--- src/rtl/adder_arbiter.sv ---
// Round-robin arbiter that shares one external combinational adder between
// N_REQ requesters, issuing one add at a time and returning Sum/OF over valid/ready.
module adder_arbiter #(
  parameter int WIDTH = 64,
  parameter int N_REQ = 3,
  parameter int PTR_W = 2
) (
  input  logic                   clk,
  input  logic                   rst_n,
  input  logic [N_REQ-1:0]       req_valid,
  input  logic [N_REQ*WIDTH-1:0] req_a,
  input  logic [N_REQ*WIDTH-1:0] req_b,
  output logic [N_REQ-1:0]       req_ready,
  output logic [WIDTH-1:0]       add_a,
  output logic [WIDTH-1:0]       add_b,
  output logic                   add_en,
  input  logic [WIDTH-1:0]       add_sum,
  input  logic                   add_of,
  output logic [N_REQ-1:0]       resp_valid,
  input  logic [N_REQ-1:0]       resp_ready,
  output logic [WIDTH-1:0]       resp_sum,
  output logic                   resp_of,
  output logic                   busy
);

  typedef enum logic [1:0] {IDLE, ISSUE, RESP} state_t;

  state_t           state, state_next;
  logic [PTR_W-1:0] rr_ptr, rr_next;
  logic [PTR_W-1:0] winner;
  logic [PTR_W-1:0] grant_idx;
  logic [PTR_W-1:0] scan_idx;
  logic [PTR_W:0]   scan_sum;
  logic             grant_found;
  logic [WIDTH-1:0] sel_a, sel_b;
  logic [WIDTH-1:0] op_a, op_b;

  // NOTE: every always_comb output gets a default first so no path leaves it
  // unassigned; otherwise synthesis infers a latch.
  always_comb begin : grant_scan
    grant_found = 1'b0;
    grant_idx   = '0;
    scan_sum    = '0;
    scan_idx    = '0;
    for (int k = 0; k < N_REQ; k++) begin
      scan_sum = {1'b0, rr_ptr} + (PTR_W+1)'(k);
      if (scan_sum >= (PTR_W+1)'(N_REQ)) scan_sum = scan_sum - (PTR_W+1)'(N_REQ);
      scan_idx = scan_sum[PTR_W-1:0];
      if (!grant_found && req_valid[scan_idx]) begin
        grant_found = 1'b1;
        grant_idx   = scan_idx;
      end
    end
  end

  // Constant-index mux keeps the operand select free of variable part-selects.
  always_comb begin : operand_select
    sel_a = '0;
    sel_b = '0;
    for (int i = 0; i < N_REQ; i++) begin
      if (grant_idx == PTR_W'(i)) begin
        sel_a = req_a[i*WIDTH +: WIDTH];
        sel_b = req_b[i*WIDTH +: WIDTH];
      end
    end
  end

  assign rr_next = (grant_idx == PTR_W'(N_REQ-1)) ? '0 : grant_idx + PTR_W'(1);

  // NOTE: sequential state uses non-blocking assignments so every register
  // samples pre-edge values regardless of statement order.
  always_ff @(posedge clk or negedge rst_n) begin
    if (!rst_n) state <= IDLE;
    else        state <= state_next;
  end

  always_comb begin : next_state
    state_next = state;
    case (state)
      IDLE:    if (grant_found) state_next = ISSUE;
      ISSUE:   state_next = RESP;
      RESP:    if (resp_ready[winner]) state_next = IDLE;
      default: state_next = IDLE;
    endcase
  end

  // NOTE: the operand holding registers are reset too, so add_a/add_b and the
  // response path never expose stale data after an abandoned transaction.
  always_ff @(posedge clk or negedge rst_n) begin
    if (!rst_n) begin
      rr_ptr   <= '0;
      winner   <= '0;
      op_a     <= '0;
      op_b     <= '0;
      resp_sum <= '0;
      resp_of  <= 1'b0;
    end else begin
      if (state == IDLE && grant_found) begin
        op_a   <= sel_a;
        op_b   <= sel_b;
        winner <= grant_idx;
        rr_ptr <= rr_next;
      end
      if (state == ISSUE) begin
        resp_sum <= add_sum;
        resp_of  <= add_of;
      end
    end
  end

  // req_ready is combinational from req_valid, so it is gated by rst_n to
  // stay low while reset is held.
  always_comb begin : handshake_out
    req_ready  = '0;
    resp_valid = '0;
    for (int i = 0; i < N_REQ; i++) begin
      req_ready[i]  = rst_n && (state == IDLE) && grant_found && (grant_idx == PTR_W'(i));
      resp_valid[i] = (state == RESP) && (winner == PTR_W'(i));
    end
  end

  assign add_en = (state == ISSUE);
  assign add_a  = add_en ? op_a : '0;
  assign add_b  = add_en ? op_b : '0;
  assign busy   = (state != IDLE);

endmodule

--- config.mk ---
export PLATFORM = sky130hd
export DESIGN_NAME = adder_arbiter
export DESIGN_NICKNAME = d
export VERILOG_FILES = /design/src/rtl/adder_arbiter.sv
export SDC_FILE = /design/constraint.sdc
export NUM_CORES = 1
export LEC_CHECK = 0
export CORE_ASPECT_RATIO = 0.75
export CORE_MARGIN = 2
export CORE_UTILIZATION = 25
export DETAILED_ROUTE_END_ITERATION = 7
export SLEW_MARGIN = 20
export SYNTH_ARGS = -nofsm -noshare
export SYNTH_HDL_FRONTEND = slang
export SYNTH_SLANG_ARGS = --single-unit
--- constraint.sdc ---
create_clock -name clk -period 9.7 [get_ports clk]
set_input_delay 2.91 -clock clk [delete_from_list [all_inputs] [get_ports clk]]
set_output_delay 2.91 -clock clk [all_outputs]
set_load 0.02 [all_outputs]
==> impl_metrics.csv <==
group,metric,value,unit
finish,final_common_cell,"clkdlybuf4s50_1",
global_route,grt_max_degree,257,
timing,worst_slack,1.16,ns
timing,rsz0062_at_grt,"false",
timing,finalCriticalPeriod,8.54,ns
critical_path,ff2ff_setup_slack,5.21,ns
timing,slew_headroom,0.170,
pwr,combPwrFrac,0.695,
global_route,antenna_found_initial,4,
critical_path,crit_arrival,5.63,ns
logic_synthesis,syn_avg_cell_area,8.58,sq um
floorplanning,core_area,0.0576,sq mm
cts,cts_made_buffers,17,
cts,ctsHoldBuffers,0,
place,portBuffers,657,
floorplanning,initial_core_util,0.253,
route,ant_nets,0,
place,place_ws,1.18,ns
finish,drive_gt1_frac,0.0624,
floorplanning,dieArea,0.0604,sq mm
timing,finalClockSkew,0.0175,ns
finish,fin_nets,2644,
cts,cts_resized,0,
route,drtPass1Iterations,5,
global_route,grt_pass1_vias,15556,
floorplanning,chipWidth,283,microns
route,drc_errors,0,
route,post_drt_wl_per_cell,22.6,microns
place,gp_congestion,0.868,
route,vias,16019,
critical_path,path_max_fanout,49,
outcome,outcome,"completed",
route,drt-initial-drc-count,1224,
timing,fin_crit_sh,0.881,
pwr,p_clk_frac,0.105,
finish,synthToLayoutAreaGrowth,52.4,%
timing,fmax,117,MHz
route,drt-vias-per-instance,5.37,
logic_synthesis,netlist_area,0.0146,sq mm
finish,mostFrequentLayoutCells,"clkdlybuf4s50_1 (656), o211ai_1 (257), dfrtp_1 (199), nand2_1 (135), inv_1 (132)",
route,wl,67300,microns
place,dp_hpwl,45300,microns
floorplanning,rows,76,
cts,cts_max_level,4,
pwr,power,7.41,mW
pwr,p_int,3.57,mW
job,maxCapViolCount,0,
global_route,grt_pass1_wl,99800,microns
floorplanning,dieHeight,213,microns
cts,cts_num_sinks,199,
cts,insertion_delay,0.51,ns
cts,cts_buffer_depth,2,
pwr,netSwitchingFraction,0.519,
logic_synthesis,yosysWarningCount,0,
logic_synthesis,syn-num-nets,2162,
hold_path,hp-class,"flop to flop",
timing,drv_slew,0,
timing,setup_viol,0,
critical_path,cp.required,6.79,ns
logic_synthesis,ys_seq_area_frac,0.341,
cts,clk_pin_slew,0.08,ns
logic_synthesis,ys_ff_latch,199,
logic_synthesis,synth_cell_type_count,40,
cts,cts_root_buf,"clkbuf_16",
floorplanning,io_pins,658,
cts,cts_tree,"yes",
finish,final_util,0.386,
global_route,gr-total-overflow,0,
timing,tightest_slew,1.24,ns
place,placed_area,0.0216,sq mm
logic_synthesis,postSynthCellCount,1701,
pwr,p_seq_frac,0.201,
global_route,grtUsageTotal,0.214,
critical_path,end_kind,"output port",
cts,post_cts_buffers,0,
pwr,ir_drop,0.000271,V
pwr,p_sw,3.85,mW
critical_path,critPathLaunchType,"input pin",
pwr,p_per_area,333,mW/mm^2
pwr,cellLeakagePower,8.62,nW
finish,final_area,0.0222,sq mm
timing,fin_tns_setup,0,ns
critical_path,crit_type,"input pin to output port",
timing,hold_violations,0,
[sequential cells by signal (all words and copies together) (netlist names)]
name / flops
resp_of: 1
state: 2
winner: 2
rr_ptr: 2
op_b: 64
op_a: 64
resp_sum: 64
[worst paths after layout]
check | to | depth (start not counted) | start
min in group asynchronous | op_a[13] | 1 | rst_n
setup / recovery | req_ready[1] | 7 | req_valid[1]
hold / removal | op_a[30] | 2 | op_a[30]
setup reg to reg | op_a[15] | 10 | rr_ptr[0]
max in group asynchronous | op_b[63] | 2 | rst_n
hold reg to reg | op_a[30] | 2 | op_a[30]
[final cells by class]
cell class,instances,area [sq um]
well taps,780,976
multi-input cells,1150,8320
clock buffers,17,425
diodes,5,12.5
fillers,5795,35400
inverters,133,502
flip-flops and latches,199,4980
clock inverters,15,193
repair buffers,682,6840
[per-layer routing]
| layer | track usage | vias up | part of all wire |
|---|---|---|---|
| li1 | - | 7332 | - |
| met1 | 0.285 | 7918 | 0.43 |
| met2 | 0.349 | 671 | 0.48 |
| met3 | 0.0426 | 98 | 0.064 |
| met4 | 0.0666 | 0 | 0.026 |
| met5 | 0 | - | 0 |
[power by group through the flow]
stage	clock [mW]	combinational (mW)	sequential [mW]
floorplan	0	3.09	1.62
global placement	0	5.08	1.49
detailed placement	0	5.19	1.50
CTS	0.796	5.19	1.49
global route	0.831	5.54	1.54
finish	0.775	5.15	1.49
[metrics by stage]
| stage | cells | hold slack (ns) |
|---|---|---|
| after global routing | 2980 | 0.516 |
| after floorplan | 1701 | 0.458 |
| after global placement | 2943 | 0.469 |
| final | 2981 | 0.491 |
| after detailed placement | 2944 | 0.477 |
| after CTS | 2976 | 0.495 |
[cell families (layout without fill, tap and decap cells)]
group,count (synthesis),after routing,share of synthesized area
and+or+nand+nor,417,417,0.155
DFF,199,199,0.341
other,0,5,0
AOI/OAI and AO/OA,658,658,0.352
adders and majority gates,4,4,0.00343
muxes,71,71,0.0542
buffers and inverters,352,847,0.0944
[cell usage after synthesis (all sizes together)]
library cell,n,area [sq um]
mux2i,6,60.1
o31ai,1,7.51
ha,4,50.1
o21a,2,15.0
a21boi,128,961
buf,49,241
and2,129,807
dfrtp,199,4980
nor2b,5,31.3
a211o,1,8.76
o211a,1,10.0
and3,128,801
o211ai,257,1930
nor2,6,25.0
or3,1,6.26
nand2,135,507
and3b,1,8.76
nand3b,5,37.5
o21ai,7,35.0
o221ai,1,8.76
inv,133,499
nor3,2,10.0
a2111oi,130,1160
clkbuf,170,638
o41ai,1,27.5
nor3b,2,15.0
o21bai,1,7.51
or2,2,12.5
mux2,65,732
nand2b,1,6.26
a211oi,128,961
[worst max-delay path, stage by stage]
cell             delay, ns
clkdlybuf4s50_1       0.55
mux2i_1               0.50
o211a_4               0.64
a211o_4               0.20
nand2_1               0.09
nor2_1                0.10
clkdlybuf4s50_1       0.64
Power figures use the tool's default switching activity.
